<file path="src/rtl/fir_tap_buffer_pkg.sv">
// ---------------------------------------------------------------------------
// fir_tap_buffer_pkg
// Shared definitions for the FIR tap delay line and its MAC sequencer.
//   fir_addr_w / fir_ch_w / fir_cnt_w : port/counter width helpers
//   ptr_wrap_inc                      : circular pointer increment, any depth
//   tap_index                         : slot holding tap 'address' given wr_ptr
//   rd_status_e                       : classification of a tap read request
// Optional feature macro used by the files of this block: FIR_TAP_SYM_READ_EN
// ---------------------------------------------------------------------------
package fir_tap_buffer_pkg;

    // Read result classification: valid tap, tap not yet written, bad request.
    typedef enum logic [1:0] {
        RD_OK    = 2'd0,
        RD_EMPTY = 2'd1,
        RD_ERR   = 2'd2
    } rd_status_e;

    // Tap address width; at least one bit even for degenerate depths.
    function automatic int fir_addr_w(input int coeff_size);
        int w;
        w = $clog2(coeff_size);
        return (w < 1) ? 1 : w;
    endfunction

    // Channel select width; at least one bit for a single-channel build.
    function automatic int fir_ch_w(input int channels);
        int w;
        w = $clog2(channels);
        return (w < 1) ? 1 : w;
    endfunction

    // Fill counter width: must represent 0..coeff_size inclusive.
    function automatic int fir_cnt_w(input int coeff_size);
        return $clog2(coeff_size + 1);
    endfunction

    // Explicit wrap so non-power-of-2 depths never visit unused slots.
    function automatic int ptr_wrap_inc(input int ptr, input int size);
        return (ptr >= size - 1) ? 0 : ptr + 1;
    endfunction

    // (wr_ptr - 1 - address) mod size. The 2*size bias keeps the dividend
    // non-negative for any address the port width can express.
    function automatic int tap_index(input int wr_ptr, input int address, input int size);
        return (wr_ptr + 2 * size - 1 - address) % size;
    endfunction

endpackage

</file>
<file path="src/rtl/fir_tap_buffer_if.sv">
// ---------------------------------------------------------------------------
// fir_tap_buffer_if
// Sample-write and tap-read bus of the FIR tap buffer.
//   in_valid/in_channel/in        : sample write strobe, channel, data
//   rd_en/rd_channel/address      : tap read request
//   out_valid/out/addr_err        : registered read result
//   primed                        : per-channel "delay line full" flags
//   out_sym                       : mirrored tap, only with FIR_TAP_SYM_READ_EN
// master = sample source / MAC sequencer side, slave = tap buffer side.
// ---------------------------------------------------------------------------
interface fir_tap_buffer_if
    import fir_tap_buffer_pkg::*;
#(
    parameter int INPUT_WIDTH = 16,
    parameter int COEFF_SIZE  = 8,
    parameter int CHANNELS    = 1
);
    localparam int ADDR_W = fir_addr_w(COEFF_SIZE);
    localparam int CH_W   = fir_ch_w(CHANNELS);

    logic                   in_valid;
    logic [CH_W-1:0]        in_channel;
    logic [INPUT_WIDTH-1:0] in;
    logic                   rd_en;
    logic [CH_W-1:0]        rd_channel;
    logic [ADDR_W-1:0]      address;
    logic                   out_valid;
    logic [INPUT_WIDTH-1:0] out;
    logic                   addr_err;
    logic [CHANNELS-1:0]    primed;
`ifdef FIR_TAP_SYM_READ_EN
    logic [INPUT_WIDTH-1:0] out_sym;

    modport master (
        output in_valid, in_channel, in, rd_en, rd_channel, address,
        input  out_valid, out, addr_err, primed, out_sym
    );
    modport slave (
        input  in_valid, in_channel, in, rd_en, rd_channel, address,
        output out_valid, out, addr_err, primed, out_sym
    );
`else
    modport master (
        output in_valid, in_channel, in, rd_en, rd_channel, address,
        input  out_valid, out, addr_err, primed
    );
    modport slave (
        input  in_valid, in_channel, in, rd_en, rd_channel, address,
        output out_valid, out, addr_err, primed
    );
`endif

endinterface

</file>
<file path="src/rtl/fir_tap_buffer_bank.sv">
// ---------------------------------------------------------------------------
// fir_tap_bank
// One channel of the tap delay line: circular sample store, write pointer,
// saturating fill count and combinational tap read.
//   clock, reset   : rising-edge clock, synchronous active-high reset
//   wr_en, wr_data : store one sample at wr_ptr and advance
//   rd_addr        : tap index (0 = newest)
//   rd_data        : raw slot contents for rd_addr (unmasked)
//   rd_hit         : rd_addr < fill, i.e. the tap has been written
//   primed         : fill has reached COEFF_SIZE
//   rd_addr_sym / rd_data_sym / rd_hit_sym : second read port, present only
//                    with FIR_TAP_SYM_READ_EN
// Storage is deliberately not reset; the fill count hides stale slots.
// ---------------------------------------------------------------------------
module fir_tap_bank
    import fir_tap_buffer_pkg::*;
#(
    parameter int INPUT_WIDTH  = 16,
    parameter int COEFF_SIZE   = 8,
    localparam int ADDR_W      = fir_addr_w(COEFF_SIZE),
    localparam int CNT_W       = fir_cnt_w(COEFF_SIZE)
) (
    input  logic                   clock,
    input  logic                   reset,
    input  logic                   wr_en,
    input  logic [INPUT_WIDTH-1:0] wr_data,
    input  logic [ADDR_W-1:0]      rd_addr,
    output logic [INPUT_WIDTH-1:0] rd_data,
    output logic                   rd_hit,
`ifdef FIR_TAP_SYM_READ_EN
    input  logic [ADDR_W-1:0]      rd_addr_sym,
    output logic [INPUT_WIDTH-1:0] rd_data_sym,
    output logic                   rd_hit_sym,
`endif
    output logic                   primed
);

    logic [INPUT_WIDTH-1:0] mem [COEFF_SIZE];
    logic [ADDR_W-1:0]      wr_ptr;
    logic [CNT_W-1:0]       fill;
    logic [ADDR_W-1:0]      rd_idx;

    always_ff @(posedge clock) begin
        if (reset) begin
            wr_ptr <= '0;
            fill   <= '0;
        end else if (wr_en) begin
            wr_ptr <= ADDR_W'(ptr_wrap_inc(int'(wr_ptr), COEFF_SIZE));
            if (int'(fill) < COEFF_SIZE) begin
                fill <= fill + CNT_W'(1);
            end
        end
    end

    always_ff @(posedge clock) begin
        if (!reset && wr_en) begin
            mem[wr_ptr] <= wr_data;
        end
    end

    // Reads use the pre-edge pointer, so a same-cycle write is not visible.
    always_comb begin
        rd_idx  = ADDR_W'(tap_index(int'(wr_ptr), int'(rd_addr), COEFF_SIZE));
        rd_data = mem[rd_idx];
        rd_hit  = int'(rd_addr) < int'(fill);
    end

`ifdef FIR_TAP_SYM_READ_EN
    logic [ADDR_W-1:0] rd_idx_sym;

    always_comb begin
        rd_idx_sym  = ADDR_W'(tap_index(int'(wr_ptr), int'(rd_addr_sym), COEFF_SIZE));
        rd_data_sym = mem[rd_idx_sym];
        rd_hit_sym  = int'(rd_addr_sym) < int'(fill);
    end
`endif

    assign primed = (int'(fill) == COEFF_SIZE);

endmodule

</file>
<file path="src/rtl/fir_tap_buffer.sv">
// ---------------------------------------------------------------------------
// fir_tap_buffer
// Multi-channel FIR tap delay line. Each channel is a circular buffer
// (fir_tap_bank); samples are written once and taps are read by address
// with one cycle of registered latency.
//   clock : rising-edge clock
//   reset : synchronous, active-high; clears pointers, fill counts, outputs
//   bus   : fir_tap_buffer_if.slave (write strobe, tap read, results, primed)
// Optional: FIR_TAP_SYM_READ_EN adds bus.out_sym, the mirrored tap
// COEFF_SIZE-1-address, for a symmetric-FIR pre-adder.
// ---------------------------------------------------------------------------
module fir_tap_buffer
    import fir_tap_buffer_pkg::*;
#(
    parameter int INPUT_WIDTH = 16,
    parameter int COEFF_SIZE  = 8,
    parameter int CHANNELS    = 1
) (
    input logic              clock,
    input logic              reset,
    fir_tap_buffer_if.slave  bus
);

    localparam int ADDR_W = fir_addr_w(COEFF_SIZE);
    localparam int CH_W   = fir_ch_w(CHANNELS);

    logic [CHANNELS-1:0]    wr_en;
    logic [CHANNELS-1:0]    bank_hit;
    logic [CHANNELS-1:0]    bank_primed;
    logic [INPUT_WIDTH-1:0] bank_data [CHANNELS];

    logic                   sel_hit;
    logic [INPUT_WIDTH-1:0] sel_data;
    rd_status_e             rd_status;

    logic                   out_valid_q;
    logic [INPUT_WIDTH-1:0] out_q;
    logic                   addr_err_q;

`ifdef FIR_TAP_SYM_READ_EN
    logic [ADDR_W-1:0]      addr_sym;
    logic [CHANNELS-1:0]    bank_hit_sym;
    logic [INPUT_WIDTH-1:0] bank_data_sym [CHANNELS];
    logic                   sel_hit_sym;
    logic [INPUT_WIDTH-1:0] sel_data_sym;
    logic [INPUT_WIDTH-1:0] out_sym_q;

    // Only meaningful when address is in range; otherwise masked by RD_ERR.
    assign addr_sym = ADDR_W'(COEFF_SIZE - 1 - int'(bus.address));
`endif

    // Write demux: an out-of-range channel matches no bank and is dropped.
    always_comb begin
        wr_en = '0;
        for (int c = 0; c < CHANNELS; c++) begin
            wr_en[c] = bus.in_valid && (bus.in_channel == CH_W'(c));
        end
    end

    for (genvar c = 0; c < CHANNELS; c++) begin : g_bank
        fir_tap_bank #(
            .INPUT_WIDTH (INPUT_WIDTH),
            .COEFF_SIZE  (COEFF_SIZE)
        ) u_bank (
            .clock       (clock),
            .reset       (reset),
            .wr_en       (wr_en[c]),
            .wr_data     (bus.in),
            .rd_addr     (bus.address),
            .rd_data     (bank_data[c]),
            .rd_hit      (bank_hit[c]),
`ifdef FIR_TAP_SYM_READ_EN
            .rd_addr_sym (addr_sym),
            .rd_data_sym (bank_data_sym[c]),
            .rd_hit_sym  (bank_hit_sym[c]),
`endif
            .primed      (bank_primed[c])
        );
    end

    // Read mux and request classification.
    always_comb begin
        sel_data = '0;
        sel_hit  = 1'b0;
`ifdef FIR_TAP_SYM_READ_EN
        sel_data_sym = '0;
        sel_hit_sym  = 1'b0;
`endif
        for (int c = 0; c < CHANNELS; c++) begin
            if (bus.rd_channel == CH_W'(c)) begin
                sel_data = bank_data[c];
                sel_hit  = bank_hit[c];
`ifdef FIR_TAP_SYM_READ_EN
                sel_data_sym = bank_data_sym[c];
                sel_hit_sym  = bank_hit_sym[c];
`endif
            end
        end

        if (int'(bus.rd_channel) >= CHANNELS || int'(bus.address) >= COEFF_SIZE) begin
            rd_status = RD_ERR;
        end else if (!sel_hit) begin
            rd_status = RD_EMPTY;
        end else begin
            rd_status = RD_OK;
        end
    end

    // out/addr_err hold their value on cycles without a read request.
    always_ff @(posedge clock) begin
        if (reset) begin
            out_valid_q <= 1'b0;
            out_q       <= '0;
            addr_err_q  <= 1'b0;
`ifdef FIR_TAP_SYM_READ_EN
            out_sym_q   <= '0;
`endif
        end else begin
            out_valid_q <= bus.rd_en;
            if (bus.rd_en) begin
                out_q      <= (rd_status == RD_OK) ? sel_data : '0;
                addr_err_q <= (rd_status == RD_ERR);
`ifdef FIR_TAP_SYM_READ_EN
                out_sym_q  <= (rd_status != RD_ERR && sel_hit_sym) ? sel_data_sym : '0;
`endif
            end
        end
    end

    assign bus.out_valid = out_valid_q;
    assign bus.out       = out_q;
    assign bus.addr_err  = addr_err_q;
    assign bus.primed    = bank_primed;
`ifdef FIR_TAP_SYM_READ_EN
    assign bus.out_sym   = out_sym_q;
`endif

endmodule
</file>
<file path="src/flat_wrapper.sv">
// flat-port wrapper written by rule: the top's interface ports become plain ports
module fir_tap_buffer_flat import fir_tap_buffer_pkg::*;
#(
    parameter int INPUT_WIDTH = 16,
    parameter int COEFF_SIZE  = 8,
    parameter int CHANNELS    = 1
)
  (clock, reset, bus_in_valid, bus_in_channel, bus_in, bus_rd_en, bus_rd_channel, bus_address, bus_out_valid, bus_out, bus_addr_err, bus_primed);
  fir_tap_buffer_if #(.INPUT_WIDTH(INPUT_WIDTH), .COEFF_SIZE(COEFF_SIZE), .CHANNELS(CHANNELS)) bus_i ();
  input logic clock;
  input logic reset;
  input wire logic [$bits(bus_i.in_valid)-1:0] bus_in_valid;
  input wire logic [$bits(bus_i.in_channel)-1:0] bus_in_channel;
  input wire logic [$bits(bus_i.in)-1:0] bus_in;
  input wire logic [$bits(bus_i.rd_en)-1:0] bus_rd_en;
  input wire logic [$bits(bus_i.rd_channel)-1:0] bus_rd_channel;
  input wire logic [$bits(bus_i.address)-1:0] bus_address;
  output wire logic [$bits(bus_i.out_valid)-1:0] bus_out_valid;
  output wire logic [$bits(bus_i.out)-1:0] bus_out;
  output wire logic [$bits(bus_i.addr_err)-1:0] bus_addr_err;
  output wire logic [$bits(bus_i.primed)-1:0] bus_primed;
  assign bus_i.in_valid = bus_in_valid;
  assign bus_i.in_channel = bus_in_channel;
  assign bus_i.in = bus_in;
  assign bus_i.rd_en = bus_rd_en;
  assign bus_i.rd_channel = bus_rd_channel;
  assign bus_i.address = bus_address;
  assign bus_out_valid = bus_i.out_valid;
  assign bus_out = bus_i.out;
  assign bus_addr_err = bus_i.addr_err;
  assign bus_primed = bus_i.primed;
  fir_tap_buffer #(.INPUT_WIDTH(INPUT_WIDTH), .COEFF_SIZE(COEFF_SIZE), .CHANNELS(CHANNELS)) u_core (.clock(clock), .reset(reset), .bus(bus_i));
endmodule
</file>
<file path="config.mk">
export PLATFORM = sky130hd
export DESIGN_NAME = fir_tap_buffer_flat
export DESIGN_NICKNAME = d
export VERILOG_FILES = /design/src/rtl/fir_tap_buffer_pkg.sv /design/src/rtl/fir_tap_buffer_if.sv /design/src/rtl/fir_tap_buffer_bank.sv /design/src/rtl/fir_tap_buffer.sv /design/src/flat_wrapper.sv
export SDC_FILE = /design/constraint.sdc
export NUM_CORES = 1
export LEC_CHECK = 0
export BUFFER_PORTS_ARGS = -buffer_cell sky130_fd_sc_hd__buf_2
export CAP_MARGIN = 20
export CORE_UTILIZATION = 55
export DETAILED_ROUTE_END_ITERATION = 16
export PLACE_DENSITY_LB_ADDON = 0.15
export SLEW_MARGIN = 20
export SYNTH_ARGS = -nofsm -noshare
export SYNTH_HDL_FRONTEND = slang
export SYNTH_HIERARCHICAL = 1
export SYNTH_SLANG_ARGS = --single-unit
</file>
<file path="constraint.sdc">
create_clock -name clock -period 4 [get_ports clock]
set_clock_uncertainty 0.05 [all_clocks]
set_input_delay 0.8 -clock clock [delete_from_list [all_inputs] [get_ports clock]]
set_output_delay 0.8 -clock clock [all_outputs]
set_load 0.005 [all_outputs]
</file>
Word level (Yosys, flattened, before mapping)
Memory sizes are Yosys's and may differ from the RTL's.
Index checks and enable logic that the tools add are counted.
{"block": "word_totals", "word_cells": 31, "in_bits": 25, "ff_bits": 25, "mem_bits_rw": 128, "out_inout_bits": 19, "mem_count": 1}
{"block": "op_classes", "eq_ne": 2, "n_addsub": 5, "n_lt_le_gt_ge": 4, "reduce_logical": 5, "mux": 8, "bitwise_logic": 1}
{"memory": "u_core.g_bank[0].u_bank.mem", "depth": 8, "width": 16, "read_ports": 1, "rd_ports_with_merged_regs": 0, "wr": 1, "line": "fir_tap_buffer_bank.sv:38", "source": "logic [INPUT_WIDTH-1:0] mem [COEFF_SIZE];"}
{"cell": "$mux W16", "n": 2}
{"cell": "$add A3 B1 Y3 const B", "n": 2}
{"cell": "$add A4 B1 Y4 const B", "n": 1}
{"cell": "$eq A4 B4 Y1 const B", "n": 1}
{"cell": "$lt A3 B4 Y1", "n": 1}
{"cell": "$lt A4 B4 Y1 const B", "n": 1}
{"cell": "$mux W1", "n": 4}
{"cell": "$ge A3 B3 Y1 const B", "n": 1}
{"cell": "$mux W3", "n": 1}
{"cell": "$sub A3 B1 Y3 const B", "n": 1}
{"cell": "$sub A3 B3 Y3", "n": 1}
{"cell": "$eq A2 B2 Y1 const B", "n": 1}
{"cell": "$logic_and A1 B1 Y1", "n": 2}
{"cell": "$logic_not A2 Y1", "n": 1}
{"cell": "$mux W2", "n": 1}
{"cell": "$reduce_and A2 Y1", "n": 1}
{"cell": "$ge A1 B1 Y1 const B", "n": 1}
{"cell": "$logic_not A1 Y1", "n": 1}
{"cell": "$not A1 Y1", "n": 1}

Longest topological paths before layout
{"block": "logic_depth", "word_depth": 6, "mapped_depth": 9, "ltp_nobuf": 8}

Hierarchy
The synthesis kept the hierarchy.
{"mod": "fir_tap_bank", "n_inst": 1, "area_per_inst_um2": 5390.2, "cells_each": 247}
{"mod": "fir_tap_buffer", "n_inst": 1, "area_per_inst_um2": 763.2, "cells_each": 78}

Least setup slack after synthesis
Ideal clock, no wire load.
{"block": "synth_path", "path_type": "input -> register", "start": "input port bus_in_valid", "end": "memory u_core.g_bank[0].u_bank.mem[4][0] (enable)", "cell_stages": 3, "required_ns": 3.520, "setup_ns": 0.430, "slack_ns": 0.776, "path_buffers": 0, "arrival_time_ns": 2.744, "cell_sequence": "nor2b_1 -> nand2_1 -> nor4_1"}
{"block": "synth_between", "elab_chain_len": 4}
{"item": "start, declared", "line": "flat_wrapper.sv:12", "source": "input wire logic [$bits(bus_i.in_valid)-1:0] bus_in_valid;"}
{"item": "$logic_and A1 B1 Y1", "line": "fir_tap_buffer.sv:56", "source": "wr_en[c] = bus.in_valid && (bus.in_channel == CH_W'(c));"}
{"item": "$logic_and A1 B1 Y1", "line": "fir_tap_buffer_bank.sv:56", "source": "if (!reset && wr_en) begin"}
{"item": "$mux W1", "line": "fir_tap_buffer_bank.sv:56"}
{"item": "$mux W1 (implied by the code)", "line": "fir_tap_buffer_bank.sv:57", "source": "mem[wr_ptr] <= wr_data;"}
{"item": "end, declared", "line": "fir_tap_buffer_bank.sv:38"}
No other way between the ends.

==> flow_summary.toml <==
[run]
max_cap_viol_count = 0

[sta]
fin_crit_sh_pct = 70.3
whs_ps = 419
drv_slew = 0
rsz0062_at_grt = "false"
period_needed_ps = 2810
worst_pin_slew_ps = 737
hold_viol_final = 0
maxSlewHeadroom_pct = 50.6
tns_ps = 0
setup_ws_ps = 1190
fmax_ghz = 0.355
setup_viol = 0

[clock_network]
clock-root-buffer = "clkbuf_8"
cts_resized = 0
worstSkewPairLatency_ps = 530
htree_levels = 4
cts-buffers-inserted = 17
clockBufferDepth = 2
cts.sinks = 153
cts_tree = "yes"
clkTransAtPathRegs_ps = 60
postCtsSetupRepairBufs = 0
cts_hold_buf = 0

[global_route]
grtUsageTotal_pct = 21.5
grt_max_degree = 35
grt-ovfl-total = 0
antenna_found_initial = 0
grt_pass1_wl_um = 17000
grt_pass1_vias = 3120

[yosys]
synth.area.top_cells = "edfxtp_1, mux4_1, dfxtp_1"
ys_types = 34
yosysTopAreaCell = "edfxtp_1"
synthTopCellsByCount = "edfxtp_1, dfxtp_1, mux4_1"
syn_area_mm2 = 0.00615
synth.avg_cell_area_um2 = 18.9
ys_seq_elements = 153
synthFlopType = "edfxtp_1"
ys_seq_area_share_pct = 70.6
synth_edf_count = 128
syn_nets = 358
synthArstFlopShare_pct = 0
syn_inst = 325
synth_top_area_share_pct = 62.5
yosysMostFrequentCell = "edfxtp_1"
ys_warn_count = 6

[final_layout]
area_delta_synth_final_pct = 16.4
multi_input_area_mm2 = 0.00167
final_nets = 415
stdcell_count = 535
drive_gt1_share_pct = 30.1
n_fill_cell = 751
antennaDiodeCount = 0
seq_area_mm2 = 0.00434
final_util_pct = 65.8

[floorplan]
die_x_um = 108
io_pins = 44
die_area_mm2 = 0.0116
core_mm2 = 0.0109
initial_core_util_pct = 56.5
rows = 38
die_h_um = 108

[place]
dpl_worst_slack_ps = 752
gp_congestion = 0.770
placedCellCount = 503
dp_hpwl_um = 6670
port_buffers = 43

[routing]
post_drt_via_cell_ratio = 5.86
routedWlPerCell_um = 20.5
drc = 0
drt_iter0_markers = 220
vias = 3133
drt_wl_total_um = 11000
drt_first_pass_iters = 4
ant_nets = 0

[worst_setup_path]
cpLargestDelayFamily = "XOR/XNOR gates"
slowest_delay_ps = 590
end_kind = "register"
crit_fanout = 10
cpMaxStageDelayCell = "xnor2_2"
path_cells = "ha_2, fa_1, xor2_1, xnor2_2, buf_4, mux2_2, nand4b_1, a21oi_1"
path_class = "reg -> reg"
r2r_slack_ps = 1190
start_kind = "register"
worstPathRequired_ps = 4340
worstPathArrival_ps = 3150
crit_buf_inv = 1

[outcome]
status = "completed"

[pwr]
max-vdd-ir-drop_uv = 298
p_leak_nw = 2.50
power.density_mw_per_mm2 = 505

[min_path]
hp-class = "reg -> reg"
routing by layer:
| metal | vias up | global-route usage, % | wire, um | share of wire (%) |
|---|---|---|---|---|
| li1 | 1424 | - | - | - |
| met1 | 1602 | 28.0 | 4810 | 44 |
| met2 | 81 | 33.1 | 5340 | 49 |
| met3 | 26 | 6.11 | 503 | 4.6 |
| met4 | 0 | 11.4 | 293 | 2.7 |
| met5 | - | 0 | 0 | 0 |
metrics by stage:
step / total power (W) / area, um2
final: 0.00362 / 7160
after global routing: 0.00373 / 7160
after CTS: 0.00364 / 7160
after detailed placement: 0.00203 / 6550
after global placement: 0.00203 / 6550
after floorplan: 0.00196 / 6150
cells in the final DEF (no fill, tap or decap), types with 2 or more instances in the layout:
cell	synthesis	layout
mux4_1	20	20
clkinv_4	0	2
nand4b_1	16	16
clkbuf_16	0	16
clkbuf_8	0	2
clkinv_2	0	3
bufinv_16	0	4
buf_2	3	43
xnor2_1	2	2
ha_1	7	6
a21oi_1	18	18
nor4_2	0	2
a22oi_1	2	2
nand2b_1	17	17
mux2_2	16	16
clkinvlp_4	0	3
dfxtp_1	25	25
buf_4	3	11
clkbuf_1	4	2
nor2b_1	3	3
nand2_1	3	3
edfxtp_1	128	128
mux4_2	12	12
inv_1	7	7
nor2_1	16	16
buf_12	0	2
final cells by class:
class | count | area share, %
Sequential cell | 153 | 60.6
Multi-Input combinational cell | 147 | 23.3
Clock inverter | 12 | 2.44
Clock buffer | 20 | 6.08
Timing Repair Buffer | 56 | 4.72
Tap cell | 140 | 2.44
Inverter | 7 | 0.367
kinds of logic (layout without fill, tap and decap cells):
family          count (synthesis)  count (layout)  share of synthesized area [%]
compound gates                 25              25                           2.32
flops                         153             153                           70.6
simple gates                   61              61                           6.12
xor+xnor                        4               4                          0.691
buf+inv                        25              95                           2.50
mux                            49              49                           16.0
fa+ha+maj                       8               8                           1.75
registers in the layout, indices dropped and copies added (netlist names):
signal                       cells
u_core/bus.addr_err              1
u_core/bus.out                  16
u_core/bus.out_valid             1
u_core/g_bank.u_bank/fill        4
u_core/g_bank.u_bank/mem       128
u_core/g_bank.u_bank/wr_ptr      3
path summary, 6_finish.rpt:
path | from | endpoint | cells past startpoint
hold / removal | u_core/bus.out[2] | u_core/bus.out[2] | 2
setup reg to reg | u_core/g_bank[0].u_bank/wr_ptr[0] | u_core/bus.out[15] | 8
setup / recovery | u_core/g_bank[0].u_bank/wr_ptr[0] | u_core/bus.out[15] | 8
hold reg to reg | u_core/bus.out[2] | u_core/bus.out[2] | 2
power breakdown:
| part | switching, W | leakage, nW | internal, W |
|---|---|---|---|
| Sequential | 0.00000834 | 1.36 | 0.00174 |
| Combinational | 0.000119 | 0.857 | 0.000126 |
| Clock | 0.000594 | 0.291 | 0.00103 |
| Total | 0.000722 | 2.50 | 0.00289 |
worst register-to-register path, stage by stage, from the launching register on:
cell,delay (ps)
dfxtp_1,420
ha_2,230
fa_1,370
xor2_1,180
xnor2_2,590
buf_4,310
mux2_2,350
nand4b_1,100
a21oi_1,80
Power figures use the tool's default switching activity.
